==> src/rtl/pong_game_ctrl.sv <==
// Pong game controller: button synchronizers, game tick divider, paddle and ball motion,
// collision and scoring, and a four-state game FSM with 7-segment score decoding.
module pong_game_ctrl #(
  parameter int HBP         = 144,
  parameter int VBP         = 31,
  parameter int TICK_DIV    = 416667,
  parameter int PAUSE_TICKS = 60,
  parameter int WIN_SCORE   = 9
) (
  input  logic       dclk,
  input  logic       clr,
  input  logic       l_up,
  input  logic       l_dn,
  input  logic       r_up,
  input  logic       r_dn,
  input  logic       serve,
  output logic [9:0] ballx,
  output logic [9:0] bally,
  output logic [9:0] l_pos,
  output logic [9:0] r_pos,
  output logic [6:0] score_l,
  output logic [6:0] score_r,
  output logic       game_over
);

  localparam int CNT_W  = $clog2(TICK_DIV + 1);
  localparam int PCNT_W = $clog2(PAUSE_TICKS + 1);

  localparam logic [9:0] X_CTR   = 10'(HBP + 320);
  localparam logic [9:0] Y_CTR   = 10'(VBP + 240);
  localparam logic [9:0] X_LHIT  = 10'(HBP + 75);
  localparam logic [9:0] X_RHIT  = 10'(HBP + 569);
  localparam logic [9:0] X_LMISS = 10'(HBP + 55);
  localparam logic [9:0] X_RMISS = 10'(HBP + 584);
  localparam logic [9:0] Y_TOP   = 10'(VBP + 54);
  localparam logic [9:0] Y_BOT   = 10'(VBP + 424);
  localparam logic [9:0] P_MIN   = 10'(VBP + 50);
  localparam logic [9:0] P_MAX   = 10'(VBP + 330);
  localparam logic [9:0] P_RESET = 10'(VBP + 190);
  localparam logic [3:0] WIN4    = 4'(WIN_SCORE);
  localparam logic [CNT_W-1:0]  DIV_LAST   = CNT_W'(TICK_DIV - 1);
  localparam logic [PCNT_W-1:0] PAUSE_LAST = PCNT_W'(PAUSE_TICKS - 1);

  typedef enum logic [1:0] {IDLE, PLAY, POINT, GAMEOVER} state_t;

  state_t              state_q, state_n;
  logic [4:0]          sync1, sync2;  // {serve, r_dn, r_up, l_dn, l_up}
  logic                serve_prev, serve_pend, serve_rise;
  logic [CNT_W-1:0]    div_cnt;
  logic                tick;
  logic [PCNT_W-1:0]   pcnt_q, pcnt_n;
  logic                dx_neg, dy_neg, dx_n, dy_n;
  logic [9:0]          ballx_n, bally_n, l_pos_n, r_pos_n;
  logic [3:0]          score_l_q, score_r_q, score_l_n, score_r_n;
  logic                miss_l, miss_r, hit_l, hit_r, bounce_y;

  function automatic logic [9:0] paddle_step(input logic [9:0] pos, input logic up, input logic dn);
    paddle_step = pos;
    if (up && !dn)      paddle_step = (pos <= P_MIN + 10'd2) ? P_MIN : pos - 10'd2;
    else if (dn && !up) paddle_step = (pos >= P_MAX - 10'd2) ? P_MAX : pos + 10'd2;
  endfunction

  function automatic logic [6:0] seg7(input logic [3:0] v);
    case (v)
      4'd0:    seg7 = 7'b0111111;
      4'd1:    seg7 = 7'b0000110;
      4'd2:    seg7 = 7'b1011011;
      4'd3:    seg7 = 7'b1001111;
      4'd4:    seg7 = 7'b1100110;
      4'd5:    seg7 = 7'b1101101;
      4'd6:    seg7 = 7'b1111101;
      4'd7:    seg7 = 7'b0000111;
      4'd8:    seg7 = 7'b1111111;
      4'd9:    seg7 = 7'b1101111;
      default: seg7 = 7'b0000000;
    endcase
  endfunction

  assign tick       = (div_cnt == DIV_LAST);
  assign serve_rise = sync2[4] && !serve_prev;
  assign miss_l     = dx_neg && (ballx == X_LMISS);
  assign miss_r     = !dx_neg && (ballx == X_RMISS);
  assign hit_l      = dx_neg && (ballx == X_LHIT) && (bally >= l_pos) && (bally <= l_pos + 10'd99);
  assign hit_r      = !dx_neg && (ballx == X_RHIT) && (bally >= r_pos) && (bally <= r_pos + 10'd99);
  assign bounce_y   = (dy_neg && bally == Y_TOP) || (!dy_neg && bally == Y_BOT);
  assign score_l    = seg7(score_l_q);
  assign score_r    = seg7(score_r_q);
  assign game_over  = (state_q == GAMEOVER);

  // NOTE: every variable gets its hold value first so no path through this block infers a latch.
  always_comb begin
    state_n   = state_q;
    ballx_n   = ballx;
    bally_n   = bally;
    dx_n      = dx_neg;
    dy_n      = dy_neg;
    l_pos_n   = l_pos;
    r_pos_n   = r_pos;
    score_l_n = score_l_q;
    score_r_n = score_r_q;
    pcnt_n    = pcnt_q;
    if (tick) begin
      if (state_q != GAMEOVER) begin
        l_pos_n = paddle_step(l_pos, sync2[0], sync2[1]);
        r_pos_n = paddle_step(r_pos, sync2[2], sync2[3]);
      end
      unique case (state_q)
        IDLE: if (serve_pend) state_n = PLAY;
        PLAY: begin
          if (miss_l) begin
            score_r_n = score_r_q + 4'd1;
            state_n   = (score_r_n == WIN4) ? GAMEOVER : POINT;
            pcnt_n    = '0;
          end else if (miss_r) begin
            score_l_n = score_l_q + 4'd1;
            state_n   = (score_l_n == WIN4) ? GAMEOVER : POINT;
            pcnt_n    = '0;
          end else begin
            // X and Y rules are independent, so a corner applies both on one tick.
            if (bounce_y) dy_n = !dy_neg;
            bally_n = dy_n ? bally - 10'd1 : bally + 10'd1;
            if (hit_l || hit_r) dx_n = !dx_neg;
            ballx_n = dx_n ? ballx - 10'd1 : ballx + 10'd1;
          end
        end
        POINT: begin
          // dx still points at the conceding player, so serving toward them needs no update.
          if (pcnt_q == PAUSE_LAST) begin
            state_n = IDLE;
            pcnt_n  = '0;
            ballx_n = X_CTR;
            bally_n = Y_CTR;
          end else begin
            pcnt_n = pcnt_q + PCNT_W'(1);
          end
        end
        GAMEOVER: if (serve_pend) begin
          state_n   = IDLE;
          score_l_n = 4'd0;
          score_r_n = 4'd0;
          ballx_n   = X_CTR;
          bally_n   = Y_CTR;
        end
        default: state_n = IDLE;
      endcase
    end
  end

  // NOTE: sequential state uses non-blocking assignments so all registers update together.
  always_ff @(posedge dclk) begin
    if (clr) begin
      sync1      <= '0;
      sync2      <= '0;
      serve_prev <= 1'b0;
      serve_pend <= 1'b0;
      div_cnt    <= '0;
      state_q    <= IDLE;
      pcnt_q     <= '0;
      ballx      <= X_CTR;
      bally      <= Y_CTR;
      dx_neg     <= 1'b0;
      dy_neg     <= 1'b0;
      l_pos      <= P_RESET;
      r_pos      <= P_RESET;
      score_l_q  <= 4'd0;
      score_r_q  <= 4'd0;
    end else begin
      sync1      <= {serve, r_dn, r_up, l_dn, l_up};
      sync2      <= sync1;
      serve_prev <= sync2[4];
      // Any tick consumes or discards a pending serve; a fresh edge always registers.
      serve_pend <= (serve_pend && !tick) || serve_rise;
      div_cnt    <= tick ? '0 : div_cnt + CNT_W'(1);
      state_q    <= state_n;
      pcnt_q     <= pcnt_n;
      ballx      <= ballx_n;
      bally      <= bally_n;
      dx_neg     <= dx_n;
      dy_neg     <= dy_n;
      l_pos      <= l_pos_n;
      r_pos      <= r_pos_n;
      score_l_q  <= score_l_n;
      score_r_q  <= score_r_n;
    end
  end

endmodule

==> config.mk <==
export PLATFORM = sky130hd
export DESIGN_NAME = pong_game_ctrl
export DESIGN_NICKNAME = d
export VERILOG_FILES = /design/src/rtl/pong_game_ctrl.sv
export SDC_FILE = /design/constraint.sdc
export NUM_CORES = 1
export LEC_CHECK = 0
export ABC_AREA = 0
export BUFFER_PORTS_ARGS = -buffer_cell sky130_fd_sc_hd__buf_2
export CAP_MARGIN = 20
export CORE_MARGIN = 1.5
export CORE_UTILIZATION = 61
export DETAILED_ROUTE_END_ITERATION = 8
export GPL_ROUTABILITY_DRIVEN = 0
export GPL_TIMING_DRIVEN = 0
export HOLD_SLACK_MARGIN = 0.02
export PLACE_DENSITY = 0.9
export SLEW_MARGIN = 20
export SYNTH_ARGS = -nofsm -noshare
export SYNTH_HDL_FRONTEND = slang
export SYNTH_SLANG_ARGS = --single-unit
==> constraint.sdc <==
create_clock -name dclk -period 5.6 [get_ports dclk]
set_input_delay 0.84 -clock dclk [delete_from_list [all_inputs] [get_ports dclk]]
set_output_delay 0.84 -clock dclk [all_outputs]
set_load 0.02 [all_outputs]
==> After elaboration in Yosys (flattened, before gate mapping) <==
Memories as Yosys holds them, arrays and structs flattened. A register that Yosys moved wholly into a read port is not among the register bits.
Index checks and enable logic that the tools add are counted.
{ "totals": {"rom_bits": 224, "output_inout_bits": 55, "reg_bits": 89, "word_cells": 157, "mem_count": 2, "inputBits": 7} }
{ "classes": {"magnitude_cmp": 8, "n_reduce_logical": 42, "add_sub_neg": 14, "bitwise": 2, "n_mux": 52, "eq_ne": 22} }
{ "memory_table": {"columns": ["memory", "depth", "word_bits", "rd", "rd_clocked_by_memory_dff", "wr", "line_no", "text"], "rows": [
  ["(no name shown)", 16, 7, 1, 1, 0, "64", "case (v)"],
  ["(no name shown)", 16, 7, 1, 1, 0, "64", null]
]} }
{ "op_table": {"columns": ["cell", "n"], "rows": [
  ["$mux W10", 18],
  ["$pmux W10 S3", 2],
  ["$mux W4", 8],
  ["$add A10 B1 Y10 const B", 2],
  ["$add A10 B2 Y10 const B", 2],
  ["$add A10 B7 Y10 const B", 2],
  ["$eq A10 B10 Y1 const B", 2],
  ["$eq A10 B8 Y1 const B", 2],
  ["$ge A10 B10 Y1", 2],
  ["$ge A10 B9 Y1 const B", 2],
  ["$le A10 B10 Y1", 2],
  ["$le A10 B7 Y1 const B", 2],
  ["$sub A10 B1 Y10 const B", 2],
  ["$sub A10 B2 Y10 const B", 2],
  ["$add A19 B1 Y19 const B", 1],
  ["$eq A19 B19 Y1 const B", 1],
  ["$mux W6", 3],
  ["$logic_and A1 B1 Y1", 16],
  ["$pmux W4 S2", 2],
  ["$ne A2 B2 Y1 const B", 7],
  ["$mux W1", 12],
  ["$pmux W6 S2", 1],
  ["$eq A10 B7 Y1 const B", 1],
  ["$eq A10 B9 Y1 const B", 1],
  ["21 further kinds", 45]
]} }

==> Logic depth before layout (Yosys ltp) <==
Gate-level depths: netlist of run 1.
{ "depth": {"word_depth": 14, "ltp_mapped": 23, "ltp_nobuf": 23} }

==> Worst setup path before layout of run 1 <==
OpenSTA, ideal clock, no wires.
{ "synth_path": {"kind": "register to register", "start": "register l_pos[3]", "end": "register ballx[9]", "setup_slack_ns": 0.689, "arrival_time_ns": 4.769, "synth_period_minus_slack_ns": 4.911, "path_buffers": 1, "t_required_ns": 5.458, "path_stages_with_launch": 24, "setup_ns": 0.142, "path_cell_list": "dfxtp_1 -> clkbuf_1 -> inv_1 -> nor3_1 -> nand2_1 -> nand2_1 -> nand2_1 -> xnor2_1 -> ha_1 -> nand4_1 -> a211oi_1 -> a2111oi_0 -> a31oi_1 -> o41ai_1 -> nand3_1 -> ha_1 -> a21oi_1 -> o211ai_1 -> o41ai_1 -> nor2_1 -> a211oi_1 -> nor4b_1 -> mux2i_1 -> o2111ai_1"} }
{ "synth_between": {"elab_chain_len": 13, "word_cells_on_any_way": 15, "cone_classes": "add/sub: 1; order compare: 2; mux: 9; reduce/logical: 3"} }
{ "synth_lines": {"columns": ["element", "line_no", "text"], "rows": [
  ["start: declaration", "19", "output logic [9:0] l_pos,"],
  ["start signal: assignment", "180", "l_pos <= l_pos_n;"],
  ["$add A10 B7 Y10 or $ge A10 B10 Y1 (tied branches)", "83", "assign hit_l = dx_neg && (ballx == X_LHIT) && (bally >= l_pos) && (bally <= l_pos + 10'd99);"],
  ["$le A10 B10 Y1 or $logic_and A1 B1 Y1 (tied branches)", "83", null],
  ["$logic_and A1 B1 Y1 (*)", "83", null],
  ["$logic_or A1 B1 Y1 (*)", "122", "if (hit_l || hit_r) dx_n = !dx_neg;"],
  ["$mux W1 (*)", "122", null],
  ["$mux W1 (*)", "114", "end else if (miss_r) begin"],
  ["$mux W1 (*)", "110", "if (miss_l) begin"],
  ["$mux W1 (*)", "107", "unique case (state_q)"],
  ["$mux W1 (*)", "102", "if (tick) begin"],
  ["$mux W10 (*)", "123", "ballx_n = dx_n ? ballx - 10'd1 : ballx + 10'd1;"],
  ["$mux W10 (*)", "114", null],
  ["$mux W10 (*)", "110", null],
  ["$pmux W10 S3 (*)", "107", null],
  ["end signal: assignment", "176", "ballx <= ballx_n;"],
  ["end: declaration", "17", "output logic [9:0] ballx,"]
]} }
Every way passes the cells marked *; elsewhere a longest branch is shown, timed or not. The select of a mux whose other input is x is not followed.
A chain may end at the register's enable or synchronous reset.

==> Worst setup path in the final report of run 1 <==
{ "layout_path": {"start": "register l_pos[1]", "end": "register ballx[9]"} }
The elaborated chain is that of the path after synthesis.

==> results.json, run 1 <==
{
  "run_status": "finished, final reports clean",
  "first_iter_violations": 658,
  "finalSetupViolCount": 0,
  "synth_edf_count": 0,
  "synth_common_cells": "nor2_1, dfxtp_1, ha_1",
  "powerDensity_nw_per_um2": 179,
  "drive_gt1_share_pct": 10.8,
  "max-vdd-ir-drop_mv": 0.185,
  "synthMuxAreaShare_pct": 0.910,
  "cts_max_path_buffers": 2,
  "synthAdderAreaFrac_pct": 15.4,
  "post-route-period-util_pct": 93.4,
  "design.core.area_sq_um": 11400,
  "worstReg2RegStart": "l_pos[1]$_SDFFE_PP0P_",
  "finalPower_w": 0.00143,
  "io_pins": 62,
  "grt-ovfl-total": 0,
  "synth_top_family_by_area": "simple AND/OR/NAND/NOR gates",
  "worstMarginPinSlew_ps": 856,
  "final.setup.tns_ps": 0,
  "n_antenna_cell": 0,
  "path_class": "reg -> reg",
  "worstPathRequired_ps": 5830,
  "rows": 39,
  "cp.arrival_ps": 5460,
  "synth_xor_area_share_pct": 6.98,
  "die_area_sq_um": 12400,
  "insertion_delay_ps": 350,
  "synth.avg_cell_area_sq_um": 7.97,
  "clkTransAtPathRegs_ps": 70,
  "fin_nets": 1067,
  "synthFlopType": "dfxtp_1",
  "drc_errors": 0,
  "cp-endpoint": "ballx[9]$_SDFFE_PP0P_",
  "syn2layout_area_growth_pct": 11.7,
  "max_cap_violations": 0,
  "port-buffer-count": 61,
  "synthCells": 897,
  "worst-path-max-fanout": 12,
  "synth_area_sq_um": 7150,
  "first_global_vias": 6480,
  "hold_slack_ps": 438,
  "yosysUniqueCellTypes": 70,
  "crit_path_start_kind": "register",
  "cts_buffers": 9,
  "synthSimpleGateAreaFrac_pct": 24.8,
  "clock-sinks": 103,
  "drv_slew": 0,
  "fin_crit_ps": 5230,
  "syn_nets": 991,
  "ant_nets": 0,
  "hold_viol": 0,
  "yosys_warnings": 0,
  "cp-end-kind": "register",
  "die_x_microns": 111,
  "dieHeight_microns": 111,
  "seq_area_frac_synth_pct": 28.8,
  "hpwl_microns": 12900,
  "r2r_cells": 24,
  "crit_start": "l_pos[1]$_SDFFE_PP0P_",
  "dr.pass1.iters": 7,
  "yosysMostFrequentCell": "nor2_1",
  "grt_max_degree": 17,
  "vias": 6971,
  "power.leakage_nw": 3.25,
  "min_path_type": "reg -> reg",
  "avgRoutedWirePerCell_microns": 16.0,
  "async_reset_ff_share_pct": 0,
  "synthTopCellsByArea": "dfxtp_1, ha_1, nor2_1",
  "fmax_ghz": 0.191,
  "relSlewSlack_pct": 42.7,
  "routed_wl_microns": 17900,
  "rsz0062_at_grt": "false",
  "grt_pass1_wl_microns": 29900,
  "track_usage_pct": 28.9,
  "avgViaCountPerCell": 6.22,
  "cts_hold_buffers": 0,
  "synth_top_cell_by_area": "dfxtp_1",
  "skew_ps": 5.28,
  "antenna_found_initial": 0,
  "cts_max_level": 3,
  "synth_top_area_share_pct": 28.8,
  "fin_util_pct": 69.9,
  "synth-compound-area-share_pct": 18.5,
  "synth-seq-cells": 103,
  "cts_root_buf": "clkbuf_16",
  "reg2reg_setup_slack_ps": 370,
  "r2r_end": "ballx[9]$_SDFFE_PP0P_",
  "start_util_pct": 62.6,
  "cts_tree": "yes"
}
==> report_power, final <==
group | switching, W | internal, W
clock | 0.000280 | 0.000348
sequential | 0.00000811 | 0.000740
combinational | 0.0000357 | 0.0000182
total | 0.000323 | 0.00111
==> layout make-up <==
class,count,area [sq um]
inverters,51,194
flip-flops and latches,103,2060
clock buffers,11,233
multi-input cells,709,4790
plain buffers,33,129
fillers,903,3430
clock inverters,4,56.3
well taps,143,179
repair buffers,66,343
==> layout by cell type (no fill, tap or decap), drive strengths merged, types with 5 or more instances in the layout <==
cell type,netlist,routed
nand2,77,77
and2,6,6
nand2b,11,11
nand4,15,15
nor2,107,107
mux2i,5,5
ha,85,85
inv,51,52
o21ai,46,46
o41ai,8,8
nor4,10,10
o22ai,7,7
nand3b,5,5
a211oi,11,11
a31oi,17,17
nand3,33,33
buf,5,71
dfxtp,103,103
a21oi,61,61
xnor2,38,38
a21o,9,9
and3,6,6
nor3,38,38
or3,7,7
o21a,7,7
xor2,19,19
nor2b,15,15
clkbuf,29,39
o31ai,6,6
==> sequential cells by signal, summed over array words and instances (netlist names) <==
signal      flops
serve_pend      1
bally          10
score_l         7
l_pos          10
sync2           5
dx_neg          1
score_r_q       4
state_q         2
score_l_q       4
ballx          10
r_pos          10
sync1           5
div_cnt        19
dy_neg          1
pcnt_q          6
score_r         7
serve_prev      1
==> how the worst min path moves through the flow <==
stage	endpoint	from	slack, ps	cells past startpoint
detailed placement	sync2[1]$_SDFF_PP0_	sync1[1]$_SDFF_PP0_	420	1
global placement	sync2[3]$_SDFF_PP0_	sync1[3]$_SDFF_PP0_	420	1
CTS	sync2[1]$_SDFF_PP0_	sync1[1]$_SDFF_PP0_	440	1
finish	sync2[1]$_SDFF_PP0_	sync1[1]$_SDFF_PP0_	440	1
floorplan	sync2[0]$_SDFF_PP0_	sync1[0]$_SDFF_PP0_	410	1
global route	sync2[3]$_SDFF_PP0_	sync1[3]$_SDFF_PP0_	450	1
==> kinds of logic (layout without fill, tap and decap cells) <==
kind of cell | Yosys count | count (layout)
muxes | 6 | 6
adders and majority gates | 87 | 87
and+or+nand+nor | 355 | 355
DFF | 103 | 103
xor gates and xnor gates | 57 | 57
buffers and inverters | 85 | 165
AOI/OAI and AO/OA | 204 | 204
==> stage by stage <==
| stage | area [sq um] | std cells | setup WS, ps |
|---|---|---|---|
| 3_5_place_dp | 7630 | 1101 | -120 |
| 4_1_cts | 7930 | 1116 | 31.9 |
| 5_1_grt | 7990 | 1120 | 2.31 |
| 6_report | 7990 | 1120 | 369 |
| 3_3_place_gp | 7630 | 1101 | -18.5 |
| 2_1_floorplan | 7150 | 897 | 689 |
==> metal layers <==
layer	track usage [%]	vias up	wire, microns
met2	49.0	312	8720
met5	0	-	0
met1	35.5	3234	7330
met3	6.67	61	1380
met4	11.2	0	507
li1	-	3364	-
==> timing repair <==
| item | 4_1_cts | 5_1_grt |
|---|---|---|
| gates resized for setup | 1 | 5 |
| endpoints found under the setup margin | 1 | 2 |
| hold endpoints to repair | 0 | 0 |
| buffers inserted | 0 | 5 |
| pin swaps | 0 | 1 |
==> worst max-delay path, stage by stage, from the launching register on <==
cell	delay (ps)
dfxtp_1	420
inv_1	180
ha_1	230
a21oi_1	270
o21ai_0	200
nand3_1	160
xnor2_1	140
ha_1	260
nand4_1	140
a211oi_1	60
a2111oi_0	380
a31oi_1	170
o41ai_2	300
nand3_2	100
buf_4	200
buf_4	150
ha_1	340
nand3_1	110
o211ai_1	130
o41ai_2	320
nor2_1	110
a211oi_2	320
nor4b_1	100
mux2i_1	190
o2111ai_1	120
(Power assumes the default switching activity.)
==> run 2: changes to the inputs <==
ABC_AREA = 1   (was 0)
==> run 2 against run 1 <==
  * Clock skew grew 5.4 ps
  * First-iteration DRC count grew 42%
  * Synthesized area rose by 6.9%
  * Clock power about the same
  * Maximum frequency up 12%
  * Final cell count rose by 22%
  * Critical path depth increased by 2
  * Critical endpoint is now ballx[8]$_SDFFE_PP1P_
==> results.json, run 2 <==
{
  "grt_max_degree": 17,
  "final_common_cell": "nand2_1",
  "seq_area_frac_synth_pct": 27.0,
  "switching_share_pct": 22.7,
  "min_from": "sync1[2]$_SDFF_PP0_",
  "synth.avg_cell_area_sq_um": 6.83,
  "cts_hold_buffers": 0,
  "cts_tree": "yes",
  "max_cap_violations": 0,
  "drive_gt1_share_pct": 10.5,
  "relSlewSlack_pct": 45.8,
  "yosysMostFrequentCell": "nand2_1",
  "critPathMaxStageDelay_ps": 490,
  "async_reset_ff_share_pct": 0,
  "finalSetupViolCount": 0,
  "synth_top_area_share_pct": 27.0,
  "design.core.area_sq_um": 12100,
  "syn_nets": 1214,
  "layout_common_cells": "nand2_1, inv_1, nor2_1",
  "max-vdd-ir-drop_mv": 0.209,
  "post-cts-setup-buffers": 0,
  "io_pins": 62,
  "hold_path_end": "sync2[2]$_SDFF_PP0_",
  "cts_root_buf": "clkbuf_16",
  "r2r_end": "ballx[8]$_SDFFE_PP1P_",
  "grt_use_met2_pct": 53.1,
  "worstMarginPinSlew_ps": 813,
  "power.leakage_nw": 4.01,
  "fill_cells": 1033,
  "powerDensity_nw_per_um2": 167,
  "worstReg2RegStart": "l_pos[1]$_SDFFE_PP0P_",
  "rsz0062_at_grt": "false",
  "synth_area_sq_um": 7640,
  "drv_slew": 0,
  "rows": 40,
  "synth-seq-cells": 103,
  "worst-path-max-fanout": 12,
  "synth_top_cell_by_area": "dfxtp_1",
  "r2r_cells": 26,
  "dieHeight_microns": 115,
  "cts_max_level": 3,
  "port-buffer-count": 61,
  "crit_path_start_kind": "register",
  "track_usage_pct": 30.3,
  "fin_util_pct": 69.8,
  "die_x_microns": 115,
  "synthCells": 1120,
  "path_class": "reg -> reg",
  "cp-end-kind": "register",
  "cts_resized": 0,
  "start_util_pct": 63.1,
  "combPwrFrac_pct": 2.8,
  "finalPower_w": 0.00141,
  "synth_common_cells": "nand2_1, inv_1, nor2_1",
  "clkTransAtPathRegs_ps": 70,
  "first_global_vias": 7231,
  "max_flop_register": "div_cnt",
  "antenna_found_initial": 0,
  "synth_edf_count": 0,
  "skew_ps": 10.7,
  "worstPathRequired_ps": 5890,
  "clock-sinks": 103,
  "avgRoutedWirePerCell_microns": 14.3,
  "hpwl_microns": 14600,
  "post-route-period-util_pct": 83.4,
  "synthFlopType": "dfxtp_1",
  "holdPathStages": 2,
  "routed_wl_microns": 19500,
  "fmax_ghz": 0.214,
  "min_path_type": "reg -> reg",
  "vias": 7711,
  "yosys_warnings": 0,
  "fin_crit_ps": 4670,
  "yosysUniqueCellTypes": 50,
  "cp.arrival_ps": 4960,
  "p_seq_share_pct": 52.6,
  "p_switching_w": 0.000320,
  "fin_nets": 1286,
  "final.setup.tns_ps": 0,
  "cp_slowest_cell": "fa_1",
  "first_iter_violations": 932,
  "grt-ovfl-total": 0,
  "insertion_delay_ps": 360,
  "syn2layout_area_growth_pct": 10.6,
  "cts_buffers": 9,
  "avgViaCountPerCell": 5.65,
  "crit_start": "l_pos[1]$_SDFFE_PP0P_",
  "synthTopCellsByArea": "dfxtp_1, ha_1, nand2_1",
  "p_int_w": 0.00109,
  "grt_use_met3_pct": 5.64,
  "cts_max_path_buffers": 2,
  "reg2reg_setup_slack_ps": 930,
  "grt_pass1_wl_microns": 32400,
  "crit_top_cell": "nand2_1",
  "use_met1_pct": 36.6,
  "ant_nets": 0,
  "drc_errors": 0,
  "largest_reg_flops": 19,
  "n_antenna_cell": 0,
  "run_status": "finished, final reports clean",
  "hold_viol": 0,
  "dr.pass1.iters": 6,
  "clockPowerShare_pct": 44.6,
  "die_area_sq_um": 13200,
  "top_usage_layer": "met2"
}
## run 2: cell count changes after synthesis, sizes merged, moves of 15 or more
cell and change:
nand2 +190, inv +112, nand3 +44, xnor2 -32
clkbuf -18, nor2b -15, xor2 +15
## run 2: how the worst max path moves through the flow
stage | endpoint | slack, ps | cells after the start
after floorplan | ballx[8]$_SDFFE_PP1P_ | 1560 | 26
after global placement | ballx[8]$_SDFFE_PP1P_ | 1070 | 26
after detailed placement | ballx[8]$_SDFFE_PP1P_ | 980 | 26
after CTS | ballx[8]$_SDFFE_PP1P_ | 980 | 26
after global routing | ballx[8]$_SDFFE_PP1P_ | 560 | 26
final | ballx[8]$_SDFFE_PP1P_ | 930 | 26
## run 2: logic make-up (layout without fill, tap and decap cells)
family,count (synthesis),after routing,share of synthesized area (%)
adder cells (fa/ha/maj),87,87,14.4
AND/OR/NAND/NOR,549,549,32.9
flip-flops,103,103,27.0
XOR/XNOR,40,40,4.58
buffers and inverters,182,259,9.00
AO/OA/AOI/OAI,159,159,12.1
## run 2: area by class of cell
cell class,count,area (sq um),area share (%)
buffer,17,68.8,0.814
clock buffer,13,270,3.20
clock inverter,3,22.5,0.266
inverter,165,619,7.33
multi-input combinational,835,4890,57.9
sequential,103,2060,24.4
tap,168,210,2.49
timing repair buffer,61,305,3.61
## run 2: through the flow
stage	instances	hold slack (ps)	setup WS, ps	area (sq um)
6_report	1365	401	929	8450
5_1_grt	1365	430	558	8450
4_1_cts	1365	401	980	8450
3_5_place_dp	1349	395	981	8160
3_3_place_gp	1349	390	1070	8160
2_1_floorplan	1120	388	1560	7640
## run 2: worst max-delay path, delay by kind of cell (launching register included)
kind                       cells  cell delay [ps]
adders and majority gates      3             1050
DFF                            1              480
buffers and inverters          2              260
xor gates and xnor gates       1              150
and+or+nand+nor               16             2090
AOI/OAI and AO/OA              4              560
## run 2: per-layer routing
layer  share of wire (%)  wire, microns
met1                  41           7970
met2                  49           9600
met3                 6.7           1310
met4                 3.1            597
met5                   0              0
## run 2: power by group through the flow
stage	Clock (W)	Sequential (W)	Combinational (W)
after floorplan	0	0.000757	0.0000241
after global placement	0	0.000758	0.0000363
after detailed placement	0	0.000758	0.0000373
after CTS	0.000632	0.000741	0.0000379
after global routing	0.000661	0.000741	0.0000424
final	0.000628	0.000741	0.0000387
==> run 3: changes to the inputs <==
clock period = 4.9 ns   (was 5.6 ns; I/O delays follow)
==> run 3 against run 2 <==
  * Cell area is essentially flat
  * Hold slack is essentially flat
  * Non-clock buffer count is the same
  * Final cell count is the same
  * Register-to-register slack lost 540 ps
==> results.json, run 3 (synthesis gave the netlist of run 2 again) <==
{
  "cts_resized": 0,
  "crit_start": "l_pos[1]$_SDFFE_PP0P_",
  "io_pins": 62,
  "instances_no_fill": 1365,
  "fin_util_pct": 69.8,
  "drv_slew": 0,
  "worst-path-max-fanout": 12,
  "hold_viol": 0,
  "design.core.area_sq_um": 12100,
  "placedCellCount": 1349,
  "antenna_found_initial": 0,
  "place_area_sq_um": 8160,
  "post-cts-setup-buffers": 0,
  "powerDensity_nw_per_um2": 190,
  "start_util_pct": 63.1,
  "cts_tree": "yes",
  "relSlewSlack_pct": 48.4,
  "first_iter_violations": 871,
  "fin_nets": 1286,
  "cp.arrival_ps": 4800,
  "cts_buffers": 9,
  "max-vdd-ir-drop_mv": 0.239,
  "avgRoutedWirePerCell_microns": 14.2,
  "worstMarginPinSlew_ps": 773,
  "track_usage_pct": 30.3,
  "min_path_type": "reg -> reg",
  "cts_hold_buffers": 0,
  "multi_input_area_sq_um": 4900,
  "syn2layout_area_growth_pct": 10.6,
  "fin_crit_ps": 4510,
  "ant_nets": 0,
  "rows": 40,
  "drive_gt1_share_pct": 10.6,
  "p_seq_share_pct": 52.6,
  "grt-ovfl-total": 0,
  "layout_common_cells": "nand2_1, inv_1, nor2_1",
  "fill_cells": 1031,
  "skew_ps": 9.07,
  "drc_errors": 0,
  "post-route-period-util_pct": 92.1,
  "cp-end-kind": "register",
  "seq_area_sq_um": 2060,
  "p_int_w": 0.00124,
  "dr.pass1.iters": 5,
  "clock-sinks": 103,
  "hpwl_microns": 14600,
  "avgViaCountPerCell": 5.64,
  "clkTransAtPathRegs_ps": 70,
  "finalSetupViolCount": 0,
  "max_cap_violations": 0,
  "die_area_sq_um": 13200,
  "dieHeight_microns": 115,
  "die_x_microns": 115,
  "final.setup.tns_ps": 0,
  "grt_max_degree": 17,
  "cts_root_buf": "clkbuf_16",
  "insertion_delay_ps": 360,
  "worstPathRequired_ps": 5190,
  "first_global_vias": 7231,
  "p_switching_w": 0.000366,
  "cts_max_path_buffers": 2,
  "clockPowerShare_pct": 44.7,
  "combPwrFrac_pct": 2.7,
  "final_common_cell": "nand2_1",
  "rsz0062_at_grt": "false",
  "n_antenna_cell": 0,
  "fmax_ghz": 0.222,
  "largest_reg_flops": 19,
  "power.leakage_nw": 4.01,
  "grt_pass1_wl_microns": 32400,
  "vias": 7692,
  "port-buffer-count": 61,
  "path_class": "reg -> reg",
  "min_from": "sync1[2]$_SDFF_PP0_",
  "max_flop_register": "div_cnt",
  "fin_area_sq_um": 8460,
  "routed_wl_microns": 19400,
  "crit_path_start_kind": "register",
  "run_status": "finished, final reports clean",
  "switching_share_pct": 22.7,
  "cts_max_level": 3,
  "worstReg2RegStart": "l_pos[1]$_SDFFE_PP0P_"
}
-- run 3: routing by layer --
metal	vias up	share of wire, %	global-route usage (%)	wire (microns)
li1	3822	-	-	-
met1	3506	41	36.6	7940
met2	296	49	53.1	9500
met3	68	7.0	5.64	1350
met4	0	3.1	12.3	608
met5	-	0	0	0
-- run 3: power groups by stage --
stage                     clock network (W)  registers, W   logic, W
after detailed placement                  0      0.000866  0.0000426
after floorplan                           0      0.000865  0.0000276
final                              0.000719      0.000847  0.0000442
after CTS                          0.000722      0.000847  0.0000433
after global routing               0.000756      0.000847  0.0000484
after global placement                    0      0.000866  0.0000415
-- run 3: cell type report --
type                       instances  share of cell area [%]
buffer                            17                   0.814
clock buffer                      13                    3.20
clock inverter                     3                   0.266
inverter                         165                    7.32
multi-input combinational        835                    57.9
sequential                       103                    24.4
tap                              168                    2.49
timing repair buffer              61                    3.61
-- run 3: critical path: stages, from the launching register on --
cell and delay, ps:
dfxtp_1 470, inv_1 210, ha_1 250, a21oi_1 230, nor2_1 110, nor3_1 240, nor2_1 90, xor2_1 150
ha_1 310, nand2_1 70, nor2_1 180, nand4_1 100, nand2_1 130, nand2_1 80, nand2_1 110, nand2_2 190
fa_1 430, nand2_1 80, inv_1 50, o21ai_0 160, nand2_1 120, nand4_1 90, o211ai_1 100, or2_2 290
nand3_1 70, nand2_1 50, o211ai_1 80
-- run 3: metrics by stage --
| step | total power (W) | setup slack [ps] | hold WS (ps) |
|---|---|---|---|
| 2_1_floorplan | 0.000893 | 864 | 388 |
| 3_3_place_gp | 0.000907 | 371 | 390 |
| 3_5_place_dp | 0.000909 | 281 | 395 |
| 4_1_cts | 0.00161 | 280 | 401 |
| 5_1_grt | 0.00165 | 35.2 | 430 |
| 6_report | 0.00161 | 387 | 402 |
-- run 3: worst paths after layout --
check / end / slack [ps] / depth (start not counted)
min reg2reg: sync2[2]$_SDFF_PP0_ / 400 / 2
max reg2reg: ballx[8]$_SDFFE_PP1P_ / 390 / 26
min: sync2[2]$_SDFF_PP0_ / 400 / 2
max: ballx[8]$_SDFFE_PP1P_ / 390 / 26
